$ cat config.mk
export PLATFORM = sky130hd
export DESIGN_NAME = pipeline_trace_tagger_flat
export DESIGN_NICKNAME = d
export VERILOG_FILES = /design/src/rtl/pipeline_trace_tagger_pkg.sv /design/src/rtl/pipeline_trace_tagger_if.sv /design/src/rtl/pipeline_trace_tagger_stage_reg.sv /design/src/rtl/pipeline_trace_tagger.sv /design/src/flat_wrapper.sv
export SDC_FILE = /design/constraint.sdc
export NUM_CORES = 1
export LEC_CHECK = 0
export CORE_MARGIN = 4
export CORE_UTILIZATION = 54
export CTS_CLUSTER_SIZE = 16
export DETAILED_ROUTE_END_ITERATION = 6
export PLACE_DENSITY = 0.84
export SYNTH_ARGS = -nofsm -noshare
export SYNTH_HDL_FRONTEND = slang
export SYNTH_SLANG_ARGS = --single-unit
$ cat constraint.sdc
create_clock -name clk -period 3.75 [get_ports clk]
set_clock_uncertainty 0.1 [all_clocks]
set_input_delay 0.5625 -clock clk [delete_from_list [all_inputs] [get_ports clk]]
set_output_delay 0.5625 -clock clk [all_outputs]
set_load 0.03 [all_outputs]
$ cat src/rtl/pipeline_trace_tagger_pkg.sv
`default_nettype none
// ============================================================================
//  Module   : trace_pkg
//  Purpose  : Shared types and constants for the pipeline trace tagger.
//             Defines the per-slot tag record, the stage enumeration, the
//             empty-slot constant and a saturating stall-counter helper.
//  Ports    : none (package)
//  Revision : 1.0  initial release
// ============================================================================
package trace_pkg;

    localparam int PC_W       = 16;   // PC and instruction width
    localparam int SEQ_W      = 8;    // sequence number width (wraps)
    localparam int CYC_W      = 32;   // cycle counter width
    localparam int STL_W      = 3;    // per-instruction stall counter width
    localparam int NUM_STAGES = 5;
    localparam int STL_MAX    = (1 << STL_W) - 1;

    typedef struct packed {
        logic             valid;
        logic [SEQ_W-1:0] seq;
        logic [PC_W-1:0]  pc;
        logic [PC_W-1:0]  instr;
        logic [CYC_W-1:0] fetch_cyc;
        logic [STL_W-1:0] stalls;
    } trace_slot_t;

    typedef enum logic [2:0] {
        IF  = 3'd0,
        ID  = 3'd1,
        EX  = 3'd2,
        MEM = 3'd3,
        WB  = 3'd4
    } stage_t;

    localparam trace_slot_t BUBBLE = '0;

    // Stall counter sticks at its maximum instead of wrapping.
    function automatic logic [STL_W-1:0] stall_sat_inc(input logic [STL_W-1:0] s);
        return (s == STL_W'(STL_MAX)) ? s : s + STL_W'(1);
    endfunction

endpackage
`default_nettype wire

$ cat src/rtl/pipeline_trace_tagger_if.sv
`default_nettype none
// ============================================================================
//  Module   : pipeline_trace_tagger_if
//  Purpose  : Bundles the fetch/hazard inputs and retire/status outputs of
//             the pipeline trace tagger.
//  Ports    : master - drives fetch_en/fetch_pc/fetch_instr/stall/flush,
//                      observes retire_* and status counters
//             slave  - the tagger side (opposite directions)
//  Revision : 1.0  initial release
// ============================================================================
interface pipeline_trace_tagger_if;
    import trace_pkg::*;

    logic             fetch_en;
    logic [PC_W-1:0]  fetch_pc;
    logic [PC_W-1:0]  fetch_instr;
    logic             stall;
    logic             flush;

    logic             retire_valid;
    logic [SEQ_W-1:0] retire_seq;
    logic [PC_W-1:0]  retire_pc;
    logic [PC_W-1:0]  retire_instr;
    logic [CYC_W-1:0] retire_fetch_cyc;
    logic [CYC_W-1:0] retire_cyc;
    logic [STL_W-1:0] retire_stalls;
    logic [CYC_W-1:0] cycle_count;
    logic [2:0]       in_flight;
    logic [CYC_W-1:0] retired_count;

    modport master (
        output fetch_en, fetch_pc, fetch_instr, stall, flush,
        input  retire_valid, retire_seq, retire_pc, retire_instr,
               retire_fetch_cyc, retire_cyc, retire_stalls,
               cycle_count, in_flight, retired_count
    );

    modport slave (
        input  fetch_en, fetch_pc, fetch_instr, stall, flush,
        output retire_valid, retire_seq, retire_pc, retire_instr,
               retire_fetch_cyc, retire_cyc, retire_stalls,
               cycle_count, in_flight, retired_count
    );

endinterface
`default_nettype wire

$ cat src/rtl/pipeline_trace_tagger_stage_reg.sv
`default_nettype none
// ============================================================================
//  Module   : trace_stage_reg
//  Purpose  : One pipeline slot holding an instruction tag.
//             Priority: rst > stall_hold > bubble > load > hold.
//  Ports    : clk, rst     - clock, synchronous active-high reset
//             load         - capture d
//             bubble       - clear to an empty slot
//             stall_hold   - keep contents, bump stall counter if valid
//             d / q        - incoming / current slot record
//  Revision : 1.0  initial release
// ============================================================================
module trace_stage_reg
    import trace_pkg::*;
(
    input  wire logic        clk,
    input  wire logic        rst,
    input  wire logic        load,
    input  wire logic        bubble,
    input  wire logic        stall_hold,
    input  wire trace_slot_t d,
    output trace_slot_t      q
);

    trace_slot_t r_slot;

    always_ff @(posedge clk) begin
        if (rst) begin
            r_slot <= BUBBLE;
        end else if (stall_hold) begin
            // Empty slots stay all-zero so bubbles never accumulate stalls.
            if (r_slot.valid) begin
                r_slot.stalls <= stall_sat_inc(r_slot.stalls);
            end
        end else if (bubble) begin
            r_slot <= BUBBLE;
        end else if (load) begin
            r_slot <= d;
        end
    end

    assign q = r_slot;

endmodule
`default_nettype wire

$ cat src/rtl/pipeline_trace_tagger.sv
`default_nettype none
// ============================================================================
//  Module   : pipeline_trace_tagger
//  Purpose  : Tags each fetched instruction with a sequence number and fetch
//             cycle, shadows it through IF/ID/EX/MEM/WB in lock-step with the
//             CPU pipeline (honouring stall and flush) and presents a retire
//             record when it reaches WB.
//  Ports    : clk, rst - clock, synchronous active-high reset
//             bus      - slave side of pipeline_trace_tagger_if
//                        (fetch/stall/flush in, retire record and
//                        cycle_count / in_flight / retired_count out)
//  Revision : 1.0  initial release
// ============================================================================
module pipeline_trace_tagger
    import trace_pkg::*;
(
    input  wire logic              clk,
    input  wire logic              rst,
    pipeline_trace_tagger_if.slave bus
);

    trace_slot_t      w_slot   [NUM_STAGES];
    trace_slot_t      w_d      [NUM_STAGES];
    logic             w_load   [NUM_STAGES];
    logic             w_bubble [NUM_STAGES];
    logic             w_hold   [NUM_STAGES];

    trace_slot_t      w_new;
    logic             w_capture;
    logic [2:0]       w_in_flight;

    logic [SEQ_W-1:0] r_next_seq;
    logic [CYC_W-1:0] r_cycle_count;
    logic [CYC_W-1:0] r_retired_count;

    // A stall freezes fetch, so the sequence number only advances when
    // an instruction is actually captured into IF.
    assign w_capture = bus.fetch_en && !bus.stall;

    always_comb begin
        w_new           = BUBBLE;
        w_new.valid     = 1'b1;
        w_new.seq       = r_next_seq;
        w_new.pc        = bus.fetch_pc;
        w_new.instr     = bus.fetch_instr;
        w_new.fetch_cyc = r_cycle_count;
        w_new.stalls    = '0;
    end

    // Slot steering. The stage register resolves priority, so stall wins
    // over flush in IF/ID without extra gating here.
    always_comb begin
        for (int i = 0; i < NUM_STAGES; i++) begin
            w_d[i]      = BUBBLE;
            w_load[i]   = 1'b1;
            w_bubble[i] = 1'b0;
            w_hold[i]   = 1'b0;
        end

        w_d[IF]      = w_new;
        w_hold[IF]   = bus.stall;
        w_bubble[IF] = !bus.fetch_en;

        w_d[ID]      = w_slot[IF];
        w_hold[ID]   = bus.stall;
        w_bubble[ID] = bus.flush;

        w_d[EX]      = w_slot[ID];
        w_bubble[EX] = bus.stall;

        w_d[MEM]     = w_slot[EX];
        w_d[WB]      = w_slot[MEM];
    end

    generate
        for (genvar i = 0; i < NUM_STAGES; i++) begin : g_stage
            trace_stage_reg u_slot (
                .clk        (clk),
                .rst        (rst),
                .load       (w_load[i]),
                .bubble     (w_bubble[i]),
                .stall_hold (w_hold[i]),
                .d          (w_d[i]),
                .q          (w_slot[i])
            );
        end
    endgenerate

    always_ff @(posedge clk) begin
        if (rst) begin
            r_next_seq      <= '0;
            r_cycle_count   <= '0;
            r_retired_count <= '0;
        end else begin
            r_cycle_count <= r_cycle_count + CYC_W'(1);
            if (w_capture) begin
                r_next_seq <= r_next_seq + SEQ_W'(1);
            end
            if (w_slot[WB].valid) begin
                r_retired_count <= r_retired_count + CYC_W'(1);
            end
        end
    end

    always_comb begin
        w_in_flight = '0;
        for (int i = 0; i < NUM_STAGES; i++) begin
            w_in_flight = w_in_flight + 3'(w_slot[i].valid);
        end
    end

    // Retire data is zeroed when WB is empty so the printer never sees
    // stale fields.
    assign bus.retire_valid     = w_slot[WB].valid;
    assign bus.retire_seq       = w_slot[WB].valid ? w_slot[WB].seq       : '0;
    assign bus.retire_pc        = w_slot[WB].valid ? w_slot[WB].pc        : '0;
    assign bus.retire_instr     = w_slot[WB].valid ? w_slot[WB].instr     : '0;
    assign bus.retire_fetch_cyc = w_slot[WB].valid ? w_slot[WB].fetch_cyc : '0;
    assign bus.retire_cyc       = w_slot[WB].valid ? r_cycle_count        : '0;
    assign bus.retire_stalls    = w_slot[WB].valid ? w_slot[WB].stalls    : '0;
    assign bus.cycle_count      = r_cycle_count;
    assign bus.in_flight        = w_in_flight;
    assign bus.retired_count    = r_retired_count;

endmodule
`default_nettype wire

$ cat src/flat_wrapper.sv
// flat-port wrapper written by rule: the top's interface ports become plain ports
module pipeline_trace_tagger_flat import trace_pkg::*;
  (clk, rst, bus_fetch_en, bus_fetch_pc, bus_fetch_instr, bus_stall, bus_flush, bus_retire_valid, bus_retire_seq, bus_retire_pc, bus_retire_instr, bus_retire_fetch_cyc, bus_retire_cyc, bus_retire_stalls, bus_cycle_count, bus_in_flight, bus_retired_count);
  pipeline_trace_tagger_if bus_i ();
  input  wire logic clk;
  input  wire logic rst;
  input wire logic [$bits(bus_i.fetch_en)-1:0] bus_fetch_en;
  input wire logic [$bits(bus_i.fetch_pc)-1:0] bus_fetch_pc;
  input wire logic [$bits(bus_i.fetch_instr)-1:0] bus_fetch_instr;
  input wire logic [$bits(bus_i.stall)-1:0] bus_stall;
  input wire logic [$bits(bus_i.flush)-1:0] bus_flush;
  output wire logic [$bits(bus_i.retire_valid)-1:0] bus_retire_valid;
  output wire logic [$bits(bus_i.retire_seq)-1:0] bus_retire_seq;
  output wire logic [$bits(bus_i.retire_pc)-1:0] bus_retire_pc;
  output wire logic [$bits(bus_i.retire_instr)-1:0] bus_retire_instr;
  output wire logic [$bits(bus_i.retire_fetch_cyc)-1:0] bus_retire_fetch_cyc;
  output wire logic [$bits(bus_i.retire_cyc)-1:0] bus_retire_cyc;
  output wire logic [$bits(bus_i.retire_stalls)-1:0] bus_retire_stalls;
  output wire logic [$bits(bus_i.cycle_count)-1:0] bus_cycle_count;
  output wire logic [$bits(bus_i.in_flight)-1:0] bus_in_flight;
  output wire logic [$bits(bus_i.retired_count)-1:0] bus_retired_count;
  assign bus_i.fetch_en = bus_fetch_en;
  assign bus_i.fetch_pc = bus_fetch_pc;
  assign bus_i.fetch_instr = bus_fetch_instr;
  assign bus_i.stall = bus_stall;
  assign bus_i.flush = bus_flush;
  assign bus_retire_valid = bus_i.retire_valid;
  assign bus_retire_seq = bus_i.retire_seq;
  assign bus_retire_pc = bus_i.retire_pc;
  assign bus_retire_instr = bus_i.retire_instr;
  assign bus_retire_fetch_cyc = bus_i.retire_fetch_cyc;
  assign bus_retire_cyc = bus_i.retire_cyc;
  assign bus_retire_stalls = bus_i.retire_stalls;
  assign bus_cycle_count = bus_i.cycle_count;
  assign bus_in_flight = bus_i.in_flight;
  assign bus_retired_count = bus_i.retired_count;
  pipeline_trace_tagger u_core (.clk(clk), .rst(rst), .bus(bus_i));
endmodule
-- Word level (Yosys, flattened, before mapping)
Index checks and enable logic that the tools add are counted.
- multiplexer cells: 14
- $add $sub $neg: 9
- reductions and logical operators: 5
- eq/ne operators: 6
- operators by type and width (operator ; number):
    $mux W76 ; 2
    $add A32 B1 Y32 const B ; 2
    $mux W32 ; 2
    $mux W16 ; 2
    $mux W3 ; 7
    $add A3 B1 Y3 ; 3
    $add A8 B1 Y8 const B ; 1
    $mux W8 ; 1
    $add A3 B1 Y3 const B ; 2
    $eq A3 B3 Y1 const B ; 2
    $ne A2 B1 Y1 const B ; 2
    $ne A2 B2 Y1 const B ; 2
    $reduce_and A2 Y1 ; 2
    $add A1 B1 Y2 ; 1
    $reduce_or A2 Y1 ; 1
    $logic_and A1 B1 Y1 ; 1
    $logic_not A1 Y1 ; 1
- output and inout bits: 175
- flip-flop bits (word level): 452
- logic and storage cells: 67
- input bits: 37

-- Longest topological paths before layout
- word-level depth: 4
- gate-level depth with buffers: 7
- gate-level depth less buffers: 6

-- By module
From an unflattened synthesis, not the netlist that was laid out.
- cell total of the unflattened synthesis: 1826
- area total of the unflattened synthesis: 17102.7 µm²
- by module, submodules not included (module ; sequential area each (µm²) ; times used ; cells an instance ; area each (µm²)):
    trace_stage_reg ; 1521.5 ; 5 ; 262 ; 2588.7
    pipeline_trace_tagger ; 1441.4 ; 1 ; 516 ; 4159.0

-- Least setup slack after synthesis
No wires, ideal clock.
- path type: reg-to-output
- start point: reg u_core.g_stage[4].u_slot.r_slot, in the netlist u_core.g_stage[4].u_slot.q[75]
- end point: out bus_in_flight[1]
- data required time: 3087 ps
- path buffers: 2
- setup slack: 378 ps
- data arrival time: 2710 ps
- cell stages (with the launch flop): 8
- path through: dfxtp_1 -> clkbuf_1 -> clkbuf_1 -> inv_1 -> fa_1 -> inv_1 -> ha_1 -> fa_1
- word-level cells in the longest chain between the ends: 1
- RTL lines (item ; line ; RTL):
    start: declaration ; pipeline_trace_tagger_stage_reg.sv:25 ; trace_slot_t r_slot;
    $add A3 B1 Y3 ; pipeline_trace_tagger.sv:108 ; w_in_flight = w_in_flight + 3'(w_slot[i].valid);
    end: declaration ; flat_wrapper.sv:20 ; output wire logic [$bits(bus_i.in_flight)-1:0] bus_in_flight;
No other way between the ends.

-- Worst setup path after layout
- start point: reg u_core.g_stage[4].u_slot.r_slot, in the netlist u_core.g_stage[4].u_slot.q[75]
- end point: out bus_in_flight[0]
The elaborated chain is that of the path after synthesis.

==> results.py <==
metrics = {
    "cts": {
        "cts_setup_buffers": 0,
        "cts_resized": 0,
        "root_buffer": "clkbuf_16",
        "h-tree-depth": 2,
        "cts_tree": "built",
        "clk_path_buf_depth": 3,
        "clk_latency_ps": 520,
        "cts_buffers": 43,
        "cts.sinks": 452,
        "cts_hold_buf": 0,
        "clkTransAtPathRegs_ps": 60,
    },
    "power": {
        "clkPwrFrac_pct": 45.9,
        "p_leak_nw": 6.998,
        "ir_worst_vdd_uv": 344.0,
        "swShare_pct": 19.81,
        "power.switching_mw": 1.852,
        "p_int_mw": 7.496,
        "pwr-share-comb_pct": 2.2,
        "seq_power_share_pct": 51.9,
        "powerDensity_nw_per_um2": 500.8,
    },
    "route": {
        "routed-via-count": 10040,
        "wl_per_cell_um": 15.60,
        "first_pass_iters": 5,
        "drt_iter0_markers": 751,
        "ant_nets": 0,
        "drc": 0,
        "vias_per_cell": 5.191,
        "routed_wl_mm": 30.17,
    },
    "cells_and_area": {
        "drive_gt1_share_pct": 6.086,
        "fin_util_pct": 68.50,
        "fin_area_sq_um": 18670,
        "regArea_sq_um": 9052,
        "fill_cells": 2007,
        "nets": 1577,
        "final_cells": 1934,
        "syn_to_final_growth_pct": 23.64,
        "multi_input_area_sq_um": 5441,
    },
    "place": {
        "dp_slack_ps": 704.8,
        "gp_congestion": 0.8295,
        "place_area_sq_um": 17230,
        "hpwl_mm": 19.32,
        "port_buffers": 211,
        "numPlacedInstances": 1856,
    },
    "logic_synthesis": {
        "synthCells": 1389,
        "ys_warn_count": 0,
        "synthesis.area_sq_um": 15100,
        "synth_area_per_cell_sq_um": 10.87,
        "synth-adder-area-share_pct": 1.011,
        "synth_edf_count": 0,
        "async_flop_share_pct": 0,
        "synth-compound-area-share_pct": 11.53,
        "synth_mux_area_share_pct": 0.5635,
        "yosys.area_share.simple_pct": 21.02,
        "synthFlopType": "dfxtp_1",
        "seq_area_frac_synth_pct": 59.93,
        "synth_top_family_by_area": "simple AND/OR/NAND/NOR gates",
        "syn_nets": 1437,
        "ys_seq_elements": 452,
        "synthDistinctLibCells": 43,
        "synth-xor-area-share_pct": 1.740,
    },
    "timing": {
        "drv_slew": 0,
        "period_minus_slack_ps": 3555,
        "worstMarginPinSlew_ps": 700.2,
        "maxSlewHeadroom_pct": 53.22,
        "period_share_pct": 94.79,
        "setup_tns_ps": 0,
        "finalSetupViolCount": 0,
        "postLayoutSetupSlackWorst_ps": 195.3,
        "grt_setup_unrepaired": "no",
        "hold_violations": 0,
        "fmax_mhz": 281.3,
    },
    "setup_path": {
        "cp.required_ps": 3090,
        "r2r.worst_path.cells": 5,
        "arrival_ps": 2890,
        "worst-setup-path-type": "reg2out",
        "cp-start-kind": "flip-flop",
        "cp-end-kind": "primary output",
        "path_max_fanout": 45,
    },
    "floorplan": {
        "num_rows": 60,
        "die_w_um": 175.2,
        "dieArea_sq_um": 30700,
        "pin_count": 212,
        "start_util_pct": 55.40,
        "core_area_sq_um": 27250,
        "die_y_um": 175.2,
    },
    "global_routing": {
        "grt_max_degree": 146,
        "grt_remaining_overflow": 0,
        "grt_usage_pct": 19.08,
        "grt_pass1_vias": 9801,
        "antenna_found_initial": 0,
        "grt_pass1_wl_mm": 49.42,
    },
    "min_path": {
        "hold_path.class": "reg2reg",
        "holdPathStages": 1,
    },
    "run": {
        "maxCapViolations": 0,
    },
    "run_status": {
        "outcome": "finished clean",
    },
}
## per-layer routing
layer / wire length [um] / up-vias / share of wire [%] / GRT usage (%)
li1: - / 5003 / - / -
met1: 13520 / 4689 / 45 / 24.65
met2: 14370 / 290 / 48 / 32.42
met3: 1563 / 57 / 5.2 / 3.635
met4: 721 / 0 / 2.4 / 6.154
met5: 0 / - / 0 / 0
## path summary, 6_finish.rpt
path	startpoint	end	slack [ps]
max	u_core.g_stage[4].u_slot.q[75]	bus_in_flight[0]	200
min	u_core.g_stage[3].u_slot.q[35]	u_core.g_stage[4].u_slot.q[35]	330
max reg2reg	u_core.g_stage[4].u_slot.q[75]	u_core.bus.retired_count[13]	830
min reg2reg	u_core.g_stage[3].u_slot.q[35]	u_core.g_stage[4].u_slot.q[35]	330
## state kept, by name, indices dropped and copies added, names as in the netlist
signal                    flops
u_core.bus.retired_count     32
u_core.g_stage.u_slot.q     380
u_core.bus.cycle_count       32
u_core.r_next_seq             8
## worst max-delay path, stage by stage, from the launching register on
cell	delay, ps
dfxtp_4	580
inv_1	240
fa_1	590
inv_1	50
ha_1	260
clkdlybuf4s50_1	670
## layout by cell type, fill, tap and decap left out, types with 5 or more instances in the layout
master and n:
clkinv_2 8, and2_1 179, nor2_1 44, buf_4 5
inv_1 10, dfxtp_1 451, and3_1 6, nor4_1 7
nand2_1 30, or4_1 31, clkbuf_1 8, clkdlybuf4s50_1 208
a22o_1 145, buf_12 5, or3_1 15, xnor2_1 16
clkbuf_8 14, a21oi_1 40, o21ai_0 13, clkbuf_16 43
nand4_1 17, ha_1 9, xor2_1 14, nand3_1 17
o31ai_1 24, nor2b_1 157
## Yosys cell counts, drive strengths merged, types with 7 or more instances
master / number / share of area [%]
a21oi: 40 / 1.3
a22o: 145 / 8.4
and2: 179 / 7.4
buf: 40 / 1.9
clkbuf: 84 / 2.1
dfxtp: 452 / 60
ha: 9 / 0.75
inv: 10 / 0.25
nand2: 30 / 0.75
nand3: 18 / 0.63
nand4: 18 / 0.79
nor2: 45 / 1.1
nor2b: 159 / 6.6
nor4: 7 / 0.29
o21ai: 13 / 0.43
o31ai: 24 / 1.2
or3: 17 / 0.75
or4: 32 / 1.6
xnor2: 16 / 0.93
xor2: 14 / 0.81
## cells by family after synthesis
logic type / Yosys count
AOI/OAI and AO/OA: 225
xor gates and xnor gates: 30
adders and majority gates: 11
buffers and inverters: 134
DFF: 452
muxes: 8
and+or+nand+nor: 529
## power by group through the flow
| stage | Sequential [mW] | Combinational (mW) | Clock (mW) |
|---|---|---|---|
| finish | 4.85 | 0.204 | 4.29 |
| global route | 4.85 | 0.222 | 4.60 |
| CTS | 4.85 | 0.205 | 4.39 |
| floorplan | 4.95 | 0.125 | 0 |
| global placement | 4.95 | 0.201 | 0 |
| detailed placement | 4.96 | 0.204 | 0 |
## stage by stage
step           power (mW)  hold WS, ps
2_1_floorplan       5.073        313.8
3_3_place_gp        5.156        315.4
3_5_place_dp        5.161        320.4
4_1_cts             9.448        334.1
5_1_grt             9.670        347.6
6_report            9.348        332.2
## area by class of cell
type	count	area share (%)
antenna	1	0.01340
multi-input combinational	803	29.15
sequential	452	48.49
clock inverter	12	0.7440
tap	372	2.493
inverter	10	0.2011
timing repair buffer	219	11.95
clock buffer	65	6.957
(Power assumes the default switching activity.)
